File: config.mk
export PLATFORM = sky130hd
export DESIGN_NAME = player_cmd_scheduler
export DESIGN_NICKNAME = d
export VERILOG_FILES = /design/src/rtl/player_cmd_scheduler.sv
export SDC_FILE = /design/constraint.sdc
export NUM_CORES = 1
export LEC_CHECK = 0
export ABC_AREA = 1
export ABC_CLOCK_PERIOD_IN_PS = 2950
export CELL_PAD_IN_SITES_DETAIL_PLACEMENT = 1
export CELL_PAD_IN_SITES_GLOBAL_PLACEMENT = 1
export CORE_MARGIN = 5
export CORE_UTILIZATION = 41
export CTS_CLUSTER_DIAMETER = 60
export DETAILED_ROUTE_END_ITERATION = 16
export GPL_TIMING_DRIVEN = 0
export PLACE_DENSITY = 0.94
export SLEW_MARGIN = 20
export SYNTH_ARGS = -nofsm -noshare
export SYNTH_HDL_FRONTEND = slang
export SYNTH_SLANG_ARGS = --single-unit
File: constraint.sdc
create_clock -name clk -period 2.95 [get_ports clk]
set_input_delay 0.59 -clock clk [delete_from_list [all_inputs] [get_ports clk]]
set_output_delay 0.59 -clock clk [all_outputs]
set_load 0.01 [all_outputs]
File: src/rtl/player_cmd_scheduler.sv
// Serializes front-panel button presses and end-of-song into one command stream:
// sticky pending bits, opposite-request cancellation, priority grant, post-command hold-off.
module player_cmd_scheduler #(
    parameter int unsigned HOLDOFF_CYCLES = 4
) (
    input  logic       clk,
    input  logic       reset,
    input  logic       next_song,
    input  logic       prev_song,
    input  logic       play_pause,
    input  logic       pass_30s,
    input  logic       back_30s,
    input  logic       pass_10s,
    input  logic       back_10s,
    input  logic       end_of_song,
    input  logic       cmd_ready,
    output logic       cmd_valid,
    output logic [2:0] cmd_code,
    output logic       busy,
    output logic [6:0] pending,
    output logic       dropped
);

    typedef enum logic [1:0] {
        S_IDLE    = 2'd0,
        S_ISSUE   = 2'd1,
        S_HOLDOFF = 2'd2
    } state_t;

    localparam int unsigned CW   = (HOLDOFF_CYCLES > 1) ? $clog2(HOLDOFF_CYCLES) : 1;
    localparam int unsigned LOAD = (HOLDOFF_CYCLES == 0) ? 0 : HOLDOFF_CYCLES - 1;
    localparam int unsigned NP   = 3;
    localparam logic [6:0]  SEEK_MASK = 7'b111_1000;

    state_t        state_q, state_d;
    logic [7:0]    in_q, in_d, rise;
    logic [6:0]    pending_q, pending_d;
    logic [6:0]    after_grant, resolved;
    logic [2:0]    code_q, code_d;
    logic          valid_q, valid_d;
    logic          busy_q, busy_d;
    logic          dropped_q, dropped_d;
    logic [CW-1:0] cnt_q, cnt_d;
    logic          grant;
    logic [2:0]    grant_idx;
    logic          grant_drop;
    logic [NP-1:0] pair_drop;

    // Bit 7 is end_of_song; bits 6..0 match the pending vector layout.
    assign in_d = {end_of_song, back_10s, pass_10s, back_30s, pass_30s,
                   play_pause, prev_song, next_song};
    assign rise = in_d & ~in_q;

    always_comb begin
        grant      = (state_q == S_IDLE) && (|pending_q);
        grant_idx  = 3'd0;
        grant_drop = 1'b0;
        for (int i = 6; i >= 0; i--) begin
            if (pending_q[i]) begin
                grant_idx = 3'(i);
            end
        end
        after_grant = pending_q;
        if (grant) begin
            after_grant[grant_idx] = 1'b0;
            // A track change makes any queued seek meaningless.
            if (grant_idx <= 3'd1) begin
                grant_drop  = |(pending_q & SEEK_MASK);
                after_grant = after_grant & ~SEEK_MASK;
            end
        end
    end

    generate
        for (genvar gi = 0; gi < NP; gi++) begin : g_pair
            localparam int unsigned A = (gi == 0) ? 0 : ((gi == 1) ? 3 : 5);
            localparam int unsigned B = A + 1;
            logic cancel;
            assign cancel = (rise[A] & (rise[B] | after_grant[B])) |
                            (rise[B] & after_grant[A]);
            assign resolved[A]   = ~cancel & (after_grant[A] | rise[A]);
            assign resolved[B]   = ~cancel & (after_grant[B] | rise[B]);
            assign pair_drop[gi] = cancel;
        end
    endgenerate

    assign resolved[2] = after_grant[2] | rise[2];

    always_comb begin
        pending_d = resolved;
        // End of song forces a next-track request that nothing may cancel.
        if (rise[7]) begin
            pending_d[0] = 1'b1;
            pending_d[1] = 1'b0;
        end
        dropped_d = grant_drop | (|pair_drop);
    end

    always_comb begin
        state_d = state_q;
        code_d  = code_q;
        valid_d = valid_q;
        cnt_d   = cnt_q;
        unique case (state_q)
            S_IDLE: begin
                if (grant) begin
                    state_d = S_ISSUE;
                    valid_d = 1'b1;
                    code_d  = grant_idx + 3'd1;
                end
            end
            S_ISSUE: begin
                if (cmd_ready) begin
                    valid_d = 1'b0;
                    code_d  = 3'd0;
                    if (HOLDOFF_CYCLES == 0) begin
                        state_d = S_IDLE;
                    end else begin
                        state_d = S_HOLDOFF;
                        cnt_d   = CW'(LOAD);
                    end
                end
            end
            S_HOLDOFF: begin
                if (cnt_q == '0) begin
                    state_d = S_IDLE;
                end else begin
                    cnt_d = cnt_q - CW'(1);
                end
            end
            default: begin
                state_d = S_IDLE;
                valid_d = 1'b0;
                code_d  = 3'd0;
                cnt_d   = '0;
            end
        endcase
        busy_d = (state_d != S_IDLE);
    end

    always_ff @(posedge clk or negedge reset) begin
        if (!reset) begin
            state_q   <= S_IDLE;
            in_q      <= '1;
            pending_q <= '0;
            code_q    <= '0;
            valid_q   <= 1'b0;
            busy_q    <= 1'b0;
            dropped_q <= 1'b0;
            cnt_q     <= '0;
        end else begin
            state_q   <= state_d;
            in_q      <= in_d;
            pending_q <= pending_d;
            code_q    <= code_d;
            valid_q   <= valid_d;
            busy_q    <= busy_d;
            dropped_q <= dropped_d;
            cnt_q     <= cnt_d;
        end
    end

    assign cmd_valid = valid_q;
    assign cmd_code  = code_q;
    assign busy      = busy_q;
    assign pending   = pending_q;
    assign dropped   = dropped_q;

endmodule

## Word level (Yosys, flattened, before mapping)

Index checks and enable logic that the tools add are counted.

- Add/subtract/negate cells: 2
- $lt $le $gt $ge: 3
- Equality and inequality tests: 5
- Muxes and demuxes: 27
- Bitwise gates (word level): 32
- Reduce and logical (&&, ||, !) cells: 10

Operator list:

| cell | number |
|---|---|
| 3-bit two-way mux | 9 |
| 7-bit two-way mux | 2 |
| 1-bit AND | 12 |
| 2-bit two-way mux | 6 |
| 2-bit case mux with 3 select lines | 2 |
| 1-bit bitwise OR | 11 |
| 3-bit case mux with 3 select lines | 1 |
| 8-bit AND | 1 |
| 8-bit inverter | 1 |
| 7-bit AND | 1 |
| 7-bit inverter | 1 |
| 7-bit OR reduction | 1 |
| 2-bit inequality test, second input constant | 3 |
| 3-bit AND reduction | 2 |
| 1-bit two-way mux | 5 |
| 1-bit inverter | 5 |
| 2-bit zero test | 2 |
| 3-bit by 4-bit < comparator with 1-bit output, second input constant | 1 |
| 4-bit OR reduction | 1 |
| 3-bit by 1-bit adder with 3-bit output, second input constant | 1 |
| 1-bit demux with 3-bit select | 1 |
| 3-bit by 1-bit greater-or-equal comparator with 1-bit output, second input constant | 1 |
| 3-bit by 1-bit less-or-equal comparator with 1-bit output, second input constant | 1 |
| 1-bit case mux with 3 select lines | 1 |
| 6 further kinds | 7 |

- Register bits: 25
- Logic and storage cells: 87

## Depth between registers and ports, before layout

Gate-level depths: netlist of run 1.

- Depth in word-level cells: 21
- Gate-level depth with buffers: 16
- Depth with buffers taken out: 16

## Worst setup path before layout of run 1

No wires, ideal clock.

- Kind: register to register
- Start: register pending_q[4] (netlist: pending[4])
- End: register pending_q[4] (netlist: pending[4])
- Library setup time: 113 ps
- Arrival: 1464 ps
- Data required time: 2837 ps
- Slack: 1374 ps
- Stages on the path, launching flop included: 17
- Buffers on the path: 0
- Period minus slack after synthesis: 1576 ps
- Cells stage by stage: dfrtp_1 > inv_1 > nand2_1 > nand2_1 > nand2_1 > nand2_1 > nand2_2 > inv_1 > ha_1 > inv_1 > nand2_1 > nand2_2 > nand3_1 > nand2_1 > nand2_1 > nand2_1 > inv_1

- Word-level cells in the longest chain between the ends: 18
- Elaborated cells on any way between the ends: 23
- Classes of those cells: order compare (3); mux (9); bitwise (8); reduce/logical (3)

Ends and longest elaborated chain:

| item | RTL line | text |
|---|---|---|
| start, declared | 37 | `logic [6:0] pending_q, pending_d;` |
| start signal, assigned | 154 | `pending_q <= pending_d;` |
| 3-bit two-way mux (5 in a row) | 59 | `if (pending_q[i]) begin` |
| 3-bit by 4-bit < comparator with 1-bit output (not written as such) / 3-bit by 1-bit greater-or-equal comparator with 1-bit output (equally long branches) | 65 | `after_grant[grant_idx] = 1'b0;` |
| 1-bit logical AND (not written as such) | 65 |  |
| 1-bit two-way mux (not written as such) | 65 |  |
| 1-bit demux with 3-bit select | 65 |  |
| 7-bit inverter (no line) | -- |  |
| 7-bit AND (no line) | -- |  |
| 7-bit two-way mux | 67 | `if (grant_idx <= 3'd1) begin` |
| 7-bit two-way mux * | 64 | `if (grant) begin` |
| 1-bit bitwise OR | 79, 82 |  |
| 1-bit AND | 79 | `assign cancel = (rise[A] & (rise[B] \| after_grant[B])) \|` |
| 1-bit bitwise OR | 79 |  |
| 1-bit inverter | 82 | `assign resolved[B] = ~cancel & (after_grant[B] \| rise[B]);` |
| 1-bit AND * | 82 |  |
| via pending_d[4] | 37 |  |

Mark *: on every way through the listed nets, which the timed path passes. The rest lies on a longest branch.
A chain may end at the register's enable or synchronous reset.

## Worst setup path after layout of run 1

- Start: register pending_q[3] (netlist: pending[3])
- End: output pending[3]

RTL lines:

| item | RTL line | text |
|---|---|---|
| end, declared | 20 | `output logic [6:0] pending,` |

No word-level cell between the ends.

==> results_dict.tcl, run 1 <==
set metrics [dict create \
    timing.rr.start "pending[3]" \
    synth_nets 181 \
    portBuffers 23 \
    grt_pass1_vias 1142 \
    cp-start-kind "flip-flop" \
    reg2reg_slack_ns 1.10 \
    min_period_over_period 0.650 \
    layout-drive-gt1-share 0.147 \
    fin_setup_tns_ns 0 \
    grtUsageMet2 0.245 \
    leakagePower_nw 0.833 \
    synth_largest_area_cell "dfrtp_1" \
    reg2regPathDepth 15 \
    num_rows 20 \
    synth_area_per_cell_sq_um 8.15 \
    antenna_found_initial 0 \
    cp-end-kind "output port" \
    vias 1123 \
    ant_nets 0 \
    finalHoldViolCount 0 \
    seq_area_frac_synth 0.478 \
    max-cap-violations 0 \
    yosys_warnings 0 \
    initial_core_util 0.432 \
    die_area_sq_mm 0.00448 \
    criticalPathCategory "reg -> out" \
    htreeDepth 1 \
    overflow 0 \
    cp_max_fo 5 \
    chipWidth_microns 66.9 \
    powerDensity_mw_per_mm2 877 \
    drv_slew 0 \
    wl_microns 2900 \
    postCtsResizedCells 0 \
    num-nets-final 209 \
    yosysUniqueCellTypes 23 \
    max_slew_margin 0.643 \
    grt_setup_unrepaired "no" \
    skew_ns 0.00363 \
    path_cells "clkdlybuf4s50_1" \
    dp_hpwl_microns 2330 \
    synth_top_area_frac 0.320 \
    place_worst_setup_slack_ns 0.997 \
    vias_per_cell 4.80 \
    grt_pass1_wl_microns 5010 \
    drt_iter0_drc 7 \
    tightest_slew_ns 0.535 \
    io_pins 24 \
    cts-root-buf "clkbuf_4" \
    status "finished clean" \
    min_period_ns 1.92 \
    dp_cells 230 \
    fp.dieH_microns 66.9 \
    arrival_ns 1.33 \
    syn_inst 163 \
    synth_area_sq_mm 0.00133 \
    num_antenna_cells 0 \
    cts_tree "built" \
    hold_path_class "in -> async" \
    post-cts-setup-buffers 0 \
    cts_num_sinks 25 \
    required_ns 2.36 \
    slowest_stage "clkdlybuf4s50_1" \
    whs_ns 0.239 \
    setup_violations 0 \
    path_buf_inv 1 \
    clk-insertion-delay-late_ns 0.31 \
    grt_max_degree 26 \
    final_cells 234 \
    core_area_sq_mm 0.00308 \
    synthTopCellsByArea "dfrtp_1, dfstp_2, inv_1" \
    busiest_layer "met2" \
    synth-seq-cells 25 \
    setup_ws_ns 1.03 \
    cts-buffers-inserted 3 \
    syn2layout_area_growth_pct 23.1 \
    clk_pin_slew_worst_paths_ns 0.13 \
    max_freq_mhz 522 \
    wl_per_cell_microns 12.4 \
    ctsHoldBuffers 0 \
    met1_usage 0.189 \
    gr-usage-all-layers 0.143 \
    drc_errors 0 \
    met3_usage 0.0185 \
    cts_buffer_depth 2 \
    timing.rr.end "pending[4]" \
    gp_congestion 0.794 \
    vdd_drop_max_uv 303 \
    dr.pass1.iters 4 \
    slowest_delay_ns 0.57 \
    critPathTopFamily "buffers and inverters" \
    cp-startpoint "pending[3]" \
]
-- final cells by class --
type	count	area [sq um]
Sequential cell	25	636
Timing Repair Buffer	23	225
Tap cell	44	55.1
Fill cell	400	1440
Inverter	37	139
Clock buffer	4	26.3
Multi-Input combinational cell	101	554
-- layout by cell type (no fill, tap or decap), drive strengths merged --
cell and n:
inv 37, nand2 35, clkdlybuf4s50 22, nor2 18
dfrtp 17, o21ai 15, nand3 9, dfstp 8
ha 7, a21oi 5, o22ai 4, clkbuf 4
or2 2, o21bai 1, nor3 1, a211oi 1
and3 1, nor4 1, xnor2 1, buf 1
-- Yosys cell counts --
library cell,n
a211oi_2,1
a21oi_1,5
and3_1,1
dfrtp_1,17
dfstp_2,8
ha_1,7
inv_1,36
inv_2,1
nand2_1,29
nand2_2,6
nand3_1,9
nor2_1,12
nor2_2,5
nor2_4,1
nor3_1,1
nor4_1,1
o21ai_0,14
o21ai_2,1
o21bai_1,1
o22ai_1,4
or2_1,1
or2_2,1
xnor2_1,1
-- logic make-up (layout without fill, tap and decap cells) --
logic type | after synthesis | after routing | synth area share
and+or+nand+nor | 67 | 67 | 0.233
buffers and inverters | 37 | 64 | 0.105
AOI/OAI and AO/OA | 26 | 26 | 0.112
DFF | 25 | 25 | 0.478
adders and majority gates | 7 | 7 | 0.0659
xor gates and xnor gates | 1 | 1 | 0.00659
-- worst max path at each step --
stage / slack, ns / depth (start not counted) / endpoint
finish: 1.03 / 1 / pending[3]
global route: 0.93 / 15 / pending[4]
CTS: 1.00 / 1 / pending[3]
detailed placement: 1.0 / 1 / cnt_q[0]
global placement: 1.07 / 1 / cnt_q[0]
floorplan: 1.37 / 16 / pending[4]
-- power breakdown --
group / internal (mW) / switching (mW) / total (mW)
Clock: 0.0528 / 0.0974 / 0.150
Sequential: 0.446 / 0.0771 / 0.523
Combinational: 0.323 / 0.437 / 0.760
Total: 0.822 / 0.612 / 1.43
-- sequential cells by signal, summed over array words and instances, names as in the netlist --
| name | cells |
|---|---|
| busy | 1 |
| cmd_code | 3 |
| cmd_valid | 1 |
| cnt_q | 2 |
| dropped | 1 |
| in_q | 8 |
| pending | 7 |
| state_q | 2 |
-- layer usage --
layer / share of wire / routed length (microns) / vias to the layer above
li1: - / - / 562
met1: 0.46 / 1350 / 539
met2: 0.49 / 1430 / 18
met3: 0.034 / 100 / 4
met4: 0.0093 / 27 / 0
met5: 0 / 0 / -
-- through the flow --
stage	power, mW	utilization	cell area, sq um
2_1_floorplan	0.995	-	1330
3_3_place_gp	1.25	0.524	1610
3_5_place_dp	1.29	0.524	1610
4_1_cts	1.46	0.533	1640
5_1_grt	1.57	0.531	1640
6_report	1.43	0.531	1640
No activity file was read; power rests on OpenSTA's default activity.
==> run 2: changes to the inputs <==
- ABC_CLOCK_PERIOD_IN_PS: 2950 -> 1600
- CORE_UTILIZATION: 41 -> 34
- PLACE_DENSITY: 0.94 -> 0.84
- clock period: 2.95 -> 1.6 ns (I/O delays scaled with it)
==> run 2 against run 1 <==
Compared with the run above: the flow now finishes with violations (setup timing); clock-buffer cell count did not move; sequential power rose by 84%; largest power group unchanged; sequential share of layout area down 5.4 points; power increased by 130%; register-to-register slack worse by 1.2 ns; design area rose by 17%; core utilization down 1.7 points; largest cell class is now multi-input combinational cells; combinational power rose to 2.6 times the previous value; non-clock buffer count grew 14.
==> results_dict.tcl, run 2 (synthesis results as in run 1) <==
set metrics [dict create \
    status "complete, but fails checks" \
    violations "setup timing" \
    vdd_drop_max_uv 642 \
    layout-drive-gt1-share 0.353 \
    final_common_cell "inv_1" \
    min_period_over_period 1.08 \
    chipWidth_microns 72.5 \
    num_rows 22 \
    max_freq_mhz 581 \
    largest_reg_flops 8 \
    cp-start-kind "flip-flop" \
    vias_per_cell 4.65 \
    hold_path_class "in -> async" \
    comb_power_share 0.596 \
    die_area_sq_mm 0.00526 \
    criticalPathCategory "reg -> reg" \
    arrival_ns 1.88 \
    critPathTopFamily "simple AND/OR/NAND/NOR gates" \
    finalHoldViolCount 0 \
    grt_max_degree 26 \
    dr.pass1.iters 4 \
    cp-end-kind "flip-flop" \
    wl_per_cell_microns 14.5 \
    initial_core_util 0.358 \
    power_frac_clock 0.112 \
    layout_common_cells "inv_1, nand2_1, clkdlybuf4s50_1, dfrtp_1, buf_4" \
    drv_slew 0 \
    power.internal_mw 1.89 \
    cts_tree "built" \
    num-nets-final 223 \
    total_power_mw 3.30 \
    setup_violations 5 \
    tightest_slew_ns 0.548 \
    htreeDepth 1 \
    ant_nets 0 \
    fp.dieH_microns 72.5 \
    grt_setup_unrepaired "yes" \
    cp_common_cell "nand2_1" \
    max_slew_margin 0.635 \
    clk-insertion-delay-late_ns 0.27 \
    slowest_stage "dfrtp_1" \
    cts_num_sinks 25 \
    reg2reg_slack_ns -0.12 \
    dp_hpwl_microns 2270 \
    gp_congestion 0.778 \
    required_ns 1.76 \
    grt_pass1_wl_microns 5780 \
    wl_microns 3660 \
    io_pins 24 \
    path_buf_inv 1 \
    antenna_found_initial 0 \
    vias 1172 \
    powerDensity_mw_per_mm2 1730 \
    leakagePower_nw 0.949 \
    grt_pass1_vias 1274 \
    path_cells "nor2_2 > nand2_1 > nand2_1 > nand2_2 > buf_4 > nor2_1 > nand3_1 > nand3_2 > nand2_1 > nand2_2 > nand3_1" \
    pwr-share-seq 0.291 \
    overflow 0 \
    cp_max_fo 3 \
    slowest_delay_ns 0.42 \
    portBuffers 23 \
    num_antenna_cells 0 \
    clk_pin_slew_worst_paths_ns 0.08 \
    setup_ws_ns -0.123 \
    top_register "in_q" \
    drc_errors 0 \
    switching_share 0.427 \
    drt_iter0_drc 20 \
    core_area_sq_mm 0.00372 \
    skew_ns 0.00227 \
    switching_power_mw 1.41 \
    gr-usage-all-layers 0.140 \
    cts_buffer_depth 2 \
    max-cap-violations 0 \
    min_period_ns 1.72 \
    cts-buffers-inserted 3 \
    syn2layout_area_growth_pct 43.7 \
    fin_util 0.514 \
    cts-root-buf "clkbuf_8" \
]
run 2: final timing paths:
check                      startpoint         end  cells after the start
min reg2reg                  cnt_q[1]    cnt_q[1]                      2
max                        pending[5]     dropped                     11
min in group clk            next_song     in_q[0]                      1
max reg2reg                pending[5]     dropped                     11
max in group asynchronous       reset  pending[3]                      1
min                             reset   cmd_valid                      1
run 2: metal layers:
| layer | part of all wire | vias to the layer above | track usage |
|---|---|---|---|
| met5 | 0 | - | 0 |
| met4 | 0.011 | 0 | 0.0430 |
| met3 | 0.037 | 5 | 0.0263 |
| met2 | 0.54 | 18 | 0.261 |
| met1 | 0.41 | 562 | 0.161 |
| li1 | - | 587 | - |
run 2: stage by stage:
step                setup WS [ns]  hold WS (ns)  cells  TNS (ns)  cell area (sq um)
floorplan                  0.0236        0.0244    163         0               1330
global placement           -0.148         0.471    234     -2.36               1620
detailed placement         -0.178         0.342    234    -0.813               1610
CTS                       -0.0331        0.0404    249   -0.0331               1820
global route               -0.220        0.0835    252    -0.999               1910
finish                     -0.123        0.0305    252    -0.369               1910
run 2: power by group through the flow:
stage               clock network, mW  logic [mW]  registers, mW
global placement                    0        1.35          0.975
global route                    0.409        2.17          0.986
detailed placement                  0        1.39          0.981
finish                          0.370        1.97          0.960
floorplan                           0       0.821           1.01
CTS                             0.395        1.73          0.965
run 2: final cells by class:
type | count | area [sq um]
Inverter | 37 | 139
Multi-Input combinational cell | 101 | 691
Sequential cell | 25 | 639
Fill cell | 453 | 1810
Tap cell | 48 | 60.1
Clock buffer | 4 | 45.0
Timing Repair Buffer | 37 | 335
run 2: repair_timing:
| item | in CTS | in global routing |
|---|---|---|
| hold buffers | 0 | 0 |
| gates resized for setup | 25 | 22 |
| endpoints found under the setup margin | 8 | 13 |
| setup buffers | 11 | 3 |
| pin swaps | 12 | 8 |
run 2: worst reg2reg max path: stages, from the launching register on:
cell	delay, ns
dfrtp_1	0.42
nor2_2	0.13
nand2_1	0.09
nand2_1	0.10
nand2_2	0.11
buf_4	0.18
nor2_1	0.13
nand3_1	0.13
nand3_2	0.10
nand2_1	0.06
nand2_2	0.08
nand3_1	0.06
